**src/rtl/rv32i_mem_pkg.sv**
```systemverilog
// ============================================================================
// rv32i_mem_pkg: shared types/constants for the memory port arbiter. Rev 1.0
// ============================================================================
`default_nettype none

package rv32i_mem_pkg;

  localparam int CTRL_W   = 3;
  localparam int STARVE_W = 4;

  // Fetches always go out as full-word reads.
  localparam logic [CTRL_W-1:0] CTRL_FETCH = 3'b010;

  typedef enum logic [1:0] {
    IDLE      = 2'd0,
    ISSUE     = 2'd1,
    WAIT_RESP = 2'd2
  } arb_state_e;

  typedef enum logic {
    OWN_FETCH = 1'b0,
    OWN_DATA  = 1'b1
  } owner_e;

endpackage

`default_nettype wire

```
**src/rtl/mem_arb_priority.sv**
```systemverilog
// ============================================================================
// mem_arb_priority: data-first winner selection with fetch starvation guard. Rev 1.0
// ============================================================================
`default_nettype none

module mem_arb_priority
  import rv32i_mem_pkg::*;
#(
  parameter int STARVE_LIMIT = 4
) (
  input  logic clk,
  input  logic reset,
  input  logic arb_en_i,
  input  logic if_req_i,
  input  logic fetch_ok_i,
  input  logic data_ok_i,
  output logic grant_fetch_o,
  output logic grant_data_o
);

  localparam logic [STARVE_W-1:0] c_limit = STARVE_W'(STARVE_LIMIT);

  logic [STARVE_W-1:0] starve_q;
  logic [STARVE_W-1:0] starve_d;
  logic                fetch_prio;

  assign fetch_prio    = fetch_ok_i && (starve_q == c_limit);
  assign grant_data_o  = arb_en_i && data_ok_i && !fetch_prio;
  assign grant_fetch_o = arb_en_i && fetch_ok_i && !grant_data_o;

  // Counts data wins over a raised fetch request; saturates at the limit.
  always_comb begin
    starve_d = starve_q;
    if (grant_fetch_o) begin
      starve_d = '0;
    end else if (grant_data_o && if_req_i && (starve_q != c_limit)) begin
      starve_d = starve_q + 1'b1;
    end
  end

  always_ff @(posedge clk) begin
    if (reset) begin
      starve_q <= '0;
    end else begin
      starve_q <= starve_d;
    end
  end

endmodule

`default_nettype wire

```
**src/rtl/mem_port_arbiter.sv**
```systemverilog
// ============================================================================
// mem_port_arbiter: shares one memory port between fetch and data requesters. Rev 1.0
// ============================================================================
`default_nettype none

module mem_port_arbiter
  import rv32i_mem_pkg::*;
#(
  parameter int size         = 32,
  parameter int STARVE_LIMIT = 4
) (
  input  logic              clk,
  input  logic              reset,
  input  logic              if_req_i,
  input  logic [size-1:0]   if_addr_i,
  input  logic              if_flush_i,
  output logic [size-1:0]   if_rdata_o,
  output logic              if_valid_o,
  input  logic              d_req_i,
  input  logic              d_we_i,
  input  logic [size-1:0]   d_addr_i,
  input  logic [size-1:0]   d_wdata_i,
  input  logic [CTRL_W-1:0] d_ctrl_i,
  output logic [size-1:0]   d_rdata_o,
  output logic              d_done_o,
  output logic              stall_o,
  output logic              mem_req_o,
  output logic              mem_we_o,
  output logic [size-1:0]   mem_addr_o,
  output logic [size-1:0]   mem_wdata_o,
  output logic [CTRL_W-1:0] mem_ctrl_o,
  input  logic              mem_gnt_i,
  input  logic              mem_rvalid_i,
  input  logic [size-1:0]   mem_rdata_i
);

  arb_state_e        state_q;
  owner_e            owner_q;
  logic              drop_q;
  logic              mem_req_q;
  logic              mem_we_q;
  logic [size-1:0]   mem_addr_q;
  logic [size-1:0]   mem_wdata_q;
  logic [CTRL_W-1:0] mem_ctrl_q;
  logic              if_valid_q;
  logic [size-1:0]   if_rdata_q;
  logic              d_done_q;
  logic [size-1:0]   d_rdata_q;

  logic arb_en;
  logic fetch_ok;
  logic grant_fetch;
  logic grant_data;
  logic flush_owned;

  assign arb_en      = (state_q == IDLE);
  assign fetch_ok    = if_req_i && !if_flush_i;
  assign flush_owned = if_flush_i && (owner_q == OWN_FETCH);

  mem_arb_priority #(
    .STARVE_LIMIT (STARVE_LIMIT)
  ) u_priority (
    .clk           (clk),
    .reset         (reset),
    .arb_en_i      (arb_en),
    .if_req_i      (if_req_i),
    .fetch_ok_i    (fetch_ok),
    .data_ok_i     (d_req_i),
    .grant_fetch_o (grant_fetch),
    .grant_data_o  (grant_data)
  );

  always_ff @(posedge clk) begin
    if (reset) begin
      state_q     <= IDLE;
      owner_q     <= OWN_FETCH;
      drop_q      <= 1'b0;
      mem_req_q   <= 1'b0;
      mem_we_q    <= 1'b0;
      mem_addr_q  <= '0;
      mem_wdata_q <= '0;
      mem_ctrl_q  <= '0;
      if_valid_q  <= 1'b0;
      if_rdata_q  <= '0;
      d_done_q    <= 1'b0;
      d_rdata_q   <= '0;
    end else begin
      if_valid_q <= 1'b0;
      d_done_q   <= 1'b0;
      case (state_q)
        IDLE: begin
          if (grant_data) begin
            owner_q     <= OWN_DATA;
            mem_we_q    <= d_we_i;
            mem_addr_q  <= d_addr_i;
            mem_wdata_q <= d_wdata_i;
            mem_ctrl_q  <= d_ctrl_i;
            mem_req_q   <= 1'b1;
            drop_q      <= 1'b0;
            state_q     <= ISSUE;
          end else if (grant_fetch) begin
            owner_q     <= OWN_FETCH;
            mem_we_q    <= 1'b0;
            mem_addr_q  <= if_addr_i;
            mem_wdata_q <= '0;
            mem_ctrl_q  <= CTRL_FETCH;
            mem_req_q   <= 1'b1;
            drop_q      <= 1'b0;
            state_q     <= ISSUE;
          end
        end
        ISSUE: begin
          if (flush_owned) begin
            drop_q <= 1'b1;
          end
          if (mem_gnt_i) begin
            mem_req_q <= 1'b0;
            state_q   <= WAIT_RESP;
          end
        end
        WAIT_RESP: begin
          if (mem_rvalid_i) begin
            state_q <= IDLE;
            drop_q  <= 1'b0;
            // A flush arriving together with the response still discards it.
            if (owner_q == OWN_FETCH) begin
              if (!(drop_q || if_flush_i)) begin
                if_valid_q <= 1'b1;
                if_rdata_q <= mem_rdata_i;
              end
            end else begin
              d_done_q  <= 1'b1;
              d_rdata_q <= mem_we_q ? '0 : mem_rdata_i;
            end
          end else if (flush_owned) begin
            drop_q <= 1'b1;
          end
        end
        default: begin
          state_q   <= IDLE;
          mem_req_q <= 1'b0;
        end
      endcase
    end
  end

  assign mem_req_o   = mem_req_q;
  assign mem_we_o    = mem_we_q;
  assign mem_addr_o  = mem_addr_q;
  assign mem_wdata_o = mem_wdata_q;
  assign mem_ctrl_o  = mem_ctrl_q;
  assign if_valid_o  = if_valid_q;
  assign if_rdata_o  = if_rdata_q;
  assign d_done_o    = d_done_q;
  assign d_rdata_o   = d_rdata_q;
  assign stall_o     = d_req_i && !d_done_q;

endmodule

`default_nettype wire

```
**config.mk**
```make
export PLATFORM = sky130hd
export DESIGN_NAME = mem_port_arbiter
export DESIGN_NICKNAME = d
export VERILOG_FILES = /design/src/rtl/rv32i_mem_pkg.sv /design/src/rtl/mem_arb_priority.sv /design/src/rtl/mem_port_arbiter.sv
export SDC_FILE = /design/constraint.sdc
export NUM_CORES = 1
export LEC_CHECK = 0
export ABC_AREA = 1
export BUFFER_PORTS_ARGS = -buffer_cell sky130_fd_sc_hd__buf_2
export CAP_MARGIN = 20
export CORE_ASPECT_RATIO = 0.6
export CORE_UTILIZATION = 30
export DETAILED_ROUTE_END_ITERATION = 10
export GPL_TIMING_DRIVEN = 0
export PLACE_DENSITY = 0.66
export SYNTH_ARGS = -nofsm -noshare
export SYNTH_HDL_FRONTEND = slang
export SYNTH_HIERARCHICAL = 1
export SYNTH_SLANG_ARGS = --single-unit
```
**constraint.sdc**
```tcl
create_clock -name clk -period 3.02 [get_ports clk]
set_input_delay 0.151 -clock clk [delete_from_list [all_inputs] [get_ports clk]]
set_output_delay 0.151 -clock clk [all_outputs]
set_load 0.01 [all_outputs]
```
==> metrics.log, run 1 <==
[metrics] GRT Total Usage: 0.1953
[metrics] detailed placer's ending HPWL: 14220 microns
[metrics] Initial Util: 0.3133
[metrics] power per standard cell area: 793.8 nW/um^2
[metrics] relative max-transition margin: 0.5589
[metrics] start point of the worst min-delay path: mem_rdata_i[29]
[metrics] commonest cells after routing, fill and taps aside: sky130_fd_sc_hd__buf_2, sky130_fd_sc_hd__nand2_1, sky130_fd_sc_hd__dfxtp_1
[metrics] total congestion overflow after global routing: 0
[metrics] part of the power in registers: 0.349
[metrics] Switching Fraction: 0.3558
[metrics] critical setup path kind: reg -> reg
[metrics] reported max-cap violation count: 0
[metrics] internal power: between 0.004 and 0.005 W
[metrics] total CTS buffers: 17
[metrics] worst path arrival time: ~2.6 ns
[metrics] reg-to-reg startpoint: state_q[0]
[metrics] critical path data required time: about 3.3 ns
[metrics] clock skew after layout: 0.005989 ns
[metrics] Logic pwr share: 0.332
[metrics] startpoint of the most critical setup path: state_q[0]
[metrics] via-per-instance ratio: around 4.5
[metrics] commonest non-fill, non-tap cell in the layout: sky130_fd_sc_hd__buf_2
[metrics] total net switching power: approximately 0.0025 W
[metrics] longest individual stage delay on the worst path: about 0.40 ns
[metrics] Core Box Area: about 18000 sq um
[metrics] CP top delay family: simple AND/OR/NAND/NOR gates
[metrics] multiplexer fraction of the synthesized cell area: 0
[metrics] starting DRC count in detailed routing: approximately 310
[metrics] adder-cell area share of the yosys netlist: 0.01515
[metrics] post-synthesis xor/xnor area fraction: 0
[metrics] count of buffers from port buffering: 274
[metrics] power consumption: about 0.0069 W
[metrics] H-tree depth: 4
[metrics] Clock power frac: 0.319
[metrics] global-route wire length before repair: between 30000 and 40000 microns
[metrics] Mapped Nets: 948
[metrics] result of the run: finished clean
[metrics] worst-case clock buffer depth: 2
[metrics] CTS clock-pin slew for the worst setup and hold paths: approximately 0.060 ns
[metrics] Worst Setup End Kind: flop
[metrics] Worst Path Buf+Inv: 6
[metrics] Post-Place Worst Slack: about 0.7 ns
[metrics] setup ws final: 0.7265 ns
[metrics] total negative slack for setup checks: 0 ns
[metrics] Synth Instances: between 800 and 900
[metrics] last weighted congestion value of the routability-driven placer: about 0.81
[metrics] Post-Route WL: 19380 microns
[metrics] clock root buffer: sky130_fd_sc_hd__clkbuf_16
[metrics] Synth Register Bits: 143
[metrics] latest clock arrival within the worst-skew pair: 0.42 ns
[metrics] pin slew with the least headroom to its limit: 0.6616 ns
[metrics] number of iterations in the first detailed-routing pass: 4
[metrics] net count reported at finish: 1305
[metrics] clock tree from TritonCTS: yes
[metrics] via count of the first global-routing pass: between 5000 and 6000
[metrics] Netlist Area Pre-Place: 5781 sq um
[metrics] Cell Chain, Critical Path: inv_1 -> ha_1 -> nand2_2 -> clkinv_1 -> nand2_1 -> nand2_2 -> inv_1 -> nor2_2 -> nor2_4 -> inv_2 -> buf_4 -> buf_4 -> nor2_1 -> nor2_1
[metrics] CTS Sinks: roughly 140
[metrics] Final Hold Violating Endpoints: 0
[metrics] min cycle time layout: 2.294 ns
[metrics] number of distinct library cell variants in the gate-level netlist after synthesis: 24
[metrics] Hold Crit Class: in -> reg
[metrics] final worst path period share: 0.7594
[metrics] highest net fanout along the worst path: 10
[metrics] synthesized area divided by synthesized cell count: slightly above 7 sq um
[metrics] combinational family with the most area after synthesis: simple AND/OR/NAND/NOR gates
[metrics] post-synth top area cell: sky130_fd_sc_hd__dfxtp_1
[metrics] yosys warns: 6
[metrics] setup violators final: 0
[metrics] post-route antenna net violation count: 0
[metrics] simple logic cell fraction of the synthesized area: 0.2545
[metrics] leading cell types by total area after synthesis: sky130_fd_sc_hd__dfxtp_1, sky130_fd_sc_hd__o21ai_0, sky130_fd_sc_hd__nand2_1
[metrics] synth-to-layout area growth: 50.84%
[metrics] io pins: 275
[metrics] total count of max-transition violations in the final report: 0
[metrics] Startpoint Class: flop
[metrics] complex-gate fraction of the synthesized area: 0.1459
[metrics] Resized Gates After CTS: 0
[metrics] Fmax: between 400 and 500 MHz
[metrics] VDD IR max: 353.8 uV
[metrics] static leakage: between 4 and 5 nW
[metrics] CP max-delay cell: sky130_fd_sc_hd__dfxtp_1
[metrics] RSZ-0062 raised after global routing: no
[metrics] Die Height: between 100 and 150 microns
[metrics] sequential area share after synthesis: 0.4952
[metrics] proportion of netlist area held by the largest area contributor: 0.4952
[metrics] DRC errors left: 0
[metrics] via count: about 6400
[metrics] die area: 19850 sq um
[metrics] share of post-route cells with drive strength above 1: 0.2918
[metrics] antenna violations before repair: 1
[metrics] routed length per instance: between 10 and 15 microns
[metrics] Die Wd: 181.2 microns
[metrics] # rows: 38
[metrics] maximum number of pins on one net before global-route repair: 17
## metrics by stage
| step | instance area (sq um) | util | hold slack (ns) | cells |
|---|---|---|---|---|
| final | 8720 | 0.4727 | 0.03169 | 1413 |
| after global placement | 7452 | 0.4040 | 0.4034 | 1316 |
| after detailed placement | 7452 | 0.4040 | 0.4100 | 1316 |
| after global routing | 8717 | 0.4725 | 0.02581 | 1412 |
| after CTS | 8717 | 0.4725 | 0.0004348 | 1412 |
| after floorplan | 5781 | - | 0.2984 | 802 |
## cell families after synthesis
logic type	count (synthesis)
AND/OR/NAND/NOR	363
adder cells (fa/ha/maj)	7
AO/OA/AOI/OAI	168
buffers and inverters	121
flip-flops	143
## final cells by class
type | instances | area [sq um]
plain buffers | 50 | 247.7
clock buffers | 20 | 466.7
clock inverters | 12 | 157.7
repair buffers | 338 | 2012
fillers | 1827 | 9728
diodes | 1 | 2.502
inverters | 71 | 267.8
flip-flops and latches | 143 | 2863
multi-input cells | 538 | 2402
well taps | 240 | 300.3
## cell usage after synthesis
master	instances
sky130_fd_sc_hd__o211ai_1	1
sky130_fd_sc_hd__buf_2	9
sky130_fd_sc_hd__buf_4	7
sky130_fd_sc_hd__clkinv_2	1
sky130_fd_sc_hd__clkinv_1	1
sky130_fd_sc_hd__dfxtp_1	143
sky130_fd_sc_hd__inv_2	5
sky130_fd_sc_hd__a21oi_1	37
sky130_fd_sc_hd__nor2_2	5
sky130_fd_sc_hd__o21ai_0	129
sky130_fd_sc_hd__clkbuf_1	30
sky130_fd_sc_hd__nand3_1	42
sky130_fd_sc_hd__o21ai_1	1
sky130_fd_sc_hd__nor2_4	1
sky130_fd_sc_hd__nand2_1	166
sky130_fd_sc_hd__nor2_1	141
sky130_fd_sc_hd__buf_6	3
sky130_fd_sc_hd__nand3_4	1
sky130_fd_sc_hd__ha_1	7
sky130_fd_sc_hd__inv_1	64
sky130_fd_sc_hd__nand4_1	3
sky130_fd_sc_hd__buf_1	1
sky130_fd_sc_hd__nand2_2	3
sky130_fd_sc_hd__nand2_4	1
## worst paths after layout
path                            cells after the start  slack [ns]              end
worst max-delay path                               14        0.73   mem_addr_o[18]
worst min-delay path                                3        0.03   if_rdata_o[29]
worst max register to register                     14        0.73   mem_addr_o[18]
worst min register to register                      2        0.46  mem_wdata_o[24]
## metal layers
| metal | up-vias | share of wire | global-route usage |
|---|---|---|---|
| li1 | 3250 | - | - |
| met1 | 2875 | 0.48 | 0.2550 |
| met2 | 253 | 0.43 | 0.3055 |
| met3 | 16 | 0.082 | 0.06757 |
| met4 | 0 | 0.010 | 0.05630 |
| met5 | - | 0 | 0 |
## power by group through the flow
stage | clock network (W) | logic, W | registers [W]
after floorplan | 0 | 0.00124 | 0.00259
after global placement | 0 | 0.00221 | 0.00244
after detailed placement | 0 | 0.00224 | 0.00245
after CTS | 0.00226 | 0.00231 | 0.00241
after global routing | 0.00235 | 0.00259 | 0.00246
final | 0.00221 | 0.00230 | 0.00242
## state kept, by name, indices dropped and copies added (netlist names)
| name | cells |
|---|---|
| mem_ctrl_o | 3 |
| u_priority/starve_q | 4 |
| if_rdata_o | 32 |
| mem_addr_o | 32 |
| state_q | 2 |
| mem_req_o | 1 |
| drop_q | 1 |
| mem_wdata_o | 32 |
| if_valid_o | 1 |
| mem_we_o | 1 |
| owner_q | 1 |
| d_done_o | 1 |
| d_rdata_o | 32 |
## tightest hold or removal path, cell delays in order
cell and delay (ns):
sky130_fd_sc_hd__buf_2 0.11, sky130_fd_sc_hd__o21ai_0 0.08, sky130_fd_sc_hd__nor2_1 0.08
## repair_timing
item | in CTS | in global routing
endpoints found under the setup margin | 0 | 0
endpoints found under the hold margin | 89 | 0
setup buffers | 0 | 0
hold buffers | 64 | 0
Power figures use the tool's default switching activity.
==> run 2, diff against run 1 <==
- PLACE_DENSITY: 0.66 -> 0.68
- clock period: 3.02 -> 1.85 ns (I/O delays scaled with it)
==> run 2 against run 1 <==
Worst setup slack lost 0.64 ns; die area unchanged; clock power up 56%; combinational power up 96%; hold slack got worse by 0.012 ns; critical endpoint unchanged; largest cell class unchanged; largest power group is now combinational cells.
==> metrics.log, run 2 (same netlist as run 1, synthesis figures left out) <==
[metrics] # rows: 38
[metrics] number of placed cells counting well taps: ~1300
[metrics] via count: around 6600
[metrics] Initial Util: 0.3133
[metrics] Die Wd: 181.2 microns
[metrics] Die Height: approximately 110 microns
[metrics] relative max-transition margin: 0.5352
[metrics] Post-Route WL: 20220 microns
[metrics] CTS clock-pin slew for the worst setup and hold paths: about 0.060 ns
[metrics] count of buffers from port buffering: 274
[metrics] Diodes inserted: 0
[metrics] global-route wire length before repair: ~31000 microns
[metrics] min cycle time layout: roughly 1.8 ns
[metrics] clock tree from TritonCTS: yes
[metrics] last weighted congestion value of the routability-driven placer: around 0.81
[metrics] number of filler cells placed in the layout: 1821
[metrics] length in cells of the worst reg-to-reg path: 13
[metrics] clock skew after layout: roughly 0.016 ns
[metrics] H-tree depth: 4
[metrics] clock root buffer: sky130_fd_sc_hd__clkbuf_16
[metrics] via count of the first global-routing pass: roughly 6200
[metrics] worst-case clock buffer depth: 2
[metrics] CP top delay family: simple AND/OR/NAND/NOR gates
[metrics] highest net fanout along the worst path: 10
[metrics] routed length per instance: ~14 microns
[metrics] CP max-delay cell: sky130_fd_sc_hd__dfxtp_2
[metrics] Worst R2R Setup Slack: approximately 0.09 ns
[metrics] Worst Setup End Kind: flop
[metrics] total CTS buffers: 17
[metrics] total congestion overflow after global routing: 0
[metrics] static leakage: approximately 4.5 nW
[metrics] endpoint of the worst-slack reg-to-reg timing path: mem_addr_o[18]
[metrics] power per standard cell area: 1319 nW/um^2
[metrics] worst path arrival time: approximately 2.1 ns
[metrics] CP dominant cell by count: sky130_fd_sc_hd__nor2_4
[metrics] VDD IR max: between 600 and 700 uV
[metrics] commonest non-fill, non-tap cell in the layout: sky130_fd_sc_hd__buf_2
[metrics] net count reported at finish: 1318
[metrics] reported max-cap violation count: 0
[metrics] count of placed standard cells in the final layout, fillers left out: between 1000 and 1500
[metrics] Hold Crit Class: in -> reg
[metrics] detailed placer's ending HPWL: 14460 microns
[metrics] setup ws final: between 0.08 and 0.09 ns
[metrics] Core Box Area: between 15000 and 20000 sq um
[metrics] critical path data required time: about 2.2 ns
[metrics] GRT Total Usage: 0.2004
[metrics] start point of the worst min-delay path: d_addr_i[8]
[metrics] Fmax: around 570 MHz
[metrics] final worst path period share: 0.9516
[metrics] Post-Place Worst Slack: -0.3782 ns
[metrics] terminating pin of the worst hold path: mem_addr_o[8]
[metrics] synth-to-layout area growth: 56.30%
[metrics] share of post-route cells with drive strength above 1: 0.3342
[metrics] number of cells traversed by the worst hold path: 5
[metrics] starting DRC count in detailed routing: approximately 380
[metrics] total count of max-transition violations in the final report: 0
[metrics] io pins: 275
[metrics] critical setup path kind: reg -> reg
[metrics] reg-to-reg startpoint: u_priority/starve_q[0]
[metrics] Final Hold Violating Endpoints: 0
[metrics] Cell Chain, Critical Path: inv_2 -> ha_4 -> nand4_1 -> nand2_2 -> nand2_4 -> inv_4 -> nor2_4 -> nor2_4 -> inv_4 -> buf_12 -> buf_12 -> nor2_4 -> nor2_1
[metrics] post-route antenna net violation count: 0
[metrics] longest individual stage delay on the worst path: between 0.3 and 0.4 ns
[metrics] Worst Path Buf+Inv: 5
[metrics] die area: a little under 20000 sq um
[metrics] DRC errors left: 0
[metrics] result of the run: finished clean
[metrics] CTS Sinks: 143
[metrics] RSZ-0062 raised after global routing: yes
[metrics] latest clock arrival within the worst-skew pair: around 0.4 ns
[metrics] maximum number of pins on one net before global-route repair: 17
[metrics] number of iterations in the first detailed-routing pass: 5
[metrics] via-per-instance ratio: 4.596
[metrics] post-layout utilization of the core: 0.4898
[metrics] antenna violations before repair: 1
[metrics] commonest cells after routing, fill and taps aside: sky130_fd_sc_hd__buf_2, sky130_fd_sc_hd__nand2_1, sky130_fd_sc_hd__dfxtp_1
[metrics] Startpoint Class: flop
[metrics] setup violators final: 0
[metrics] pin slew with the least headroom to its limit: between 0.6 and 0.7 ns
==> run 2: changes by cell type in the layout (fill, tap and decap cells not counted), moves of 6 or more <==
cell                            delta
sky130_fd_sc_hd__nor2_1           -16
sky130_fd_sc_hd__clkbuf_1         -11
sky130_fd_sc_hd__inv_1             -7
sky130_fd_sc_hd__clkbuf_2          +9
sky130_fd_sc_hd__dlygate4sd3_1     +6
sky130_fd_sc_hd__nor2_2           +13
==> run 2: layer usage <==
layer / GRT usage / vias up / wire length [microns]
met5: 0 / - / 13
met3: 0.05830 / 19 / 1480
met2: 0.3297 / 250 / 9038
met4: 0.06114 / 2 / 214
met1: 0.2552 / 3002 / 9474
li1: - / 3277 / -
==> run 2: metrics by stage <==
step	instance area, sq um	setup TNS [ns]	power (W)	hold WS [ns]
6_report	9035	0	0.01192	0.02014
5_1_grt	9035	-0.1811	0.01274	0.04660
4_1_cts	8841	-0.03839	0.01152	0.004220
3_5_place_dp	7455	-16.56	0.007659	0.3485
3_3_place_gp	7455	-16.76	0.007605	0.3456
2_1_floorplan	5783	0	0.006269	0.2399
==> run 2: how the worst max path moves through the flow <==
stage,start,endpoint,slack (ns),depth (start not counted)
global placement,state_q[0],mem_addr_o[18],-0.39,14
detailed placement,state_q[0],mem_addr_o[18],-0.38,14
global route,u_priority/starve_q[0],mem_addr_o[18],-0.04,13
finish,u_priority/starve_q[0],mem_addr_o[18],0.09,13
floorplan,state_q[0],mem_addr_o[11],0.07,14
CTS,u_priority/starve_q[0],mem_addr_o[21],-0.01,13
==> run 2: area by class of cell <==
type	count	area, sq um	area share
flip-flops and latches	143	2869	0.3175
multi-input cells	538	2510	0.2778
repair buffers	351	2150	0.2379
clock buffers	18	429.2	0.04750
plain buffers	50	346.6	0.03836
well taps	240	300.3	0.03324
inverters	71	280.3	0.03102
clock inverters	14	150.1	0.01662
==> run 2: power by group <==
group	leakage (nW)	internal, W	switching [W]
combinational	3.04	0.00189	0.00262
clock	0.281	0.00191	0.00154
sequential	1.17	0.00366	0.000296
==> run 2: worst reg2reg max path: stages (launching register included) <==
cell and delay, ns:
sky130_fd_sc_hd__dfxtp_2 0.34, sky130_fd_sc_hd__inv_2 0.08, sky130_fd_sc_hd__ha_4 0.15, sky130_fd_sc_hd__nand4_1 0.12, sky130_fd_sc_hd__nand2_2 0.12, sky130_fd_sc_hd__nand2_4 0.07
sky130_fd_sc_hd__inv_4 0.06, sky130_fd_sc_hd__nor2_4 0.04, sky130_fd_sc_hd__nor2_4 0.16, sky130_fd_sc_hd__inv_4 0.08, sky130_fd_sc_hd__buf_12 0.15, sky130_fd_sc_hd__buf_12 0.15
sky130_fd_sc_hd__nor2_4 0.09, sky130_fd_sc_hd__nor2_1 0.05
==> run 2: repair_timing <==
action	CTS	global route
gates resized for setup	29	73
hold endpoints to repair	102	0
buffers inserted	3	4
pin swaps	2	6
endpoints found under the setup margin	70	101
hold buffers	70	0
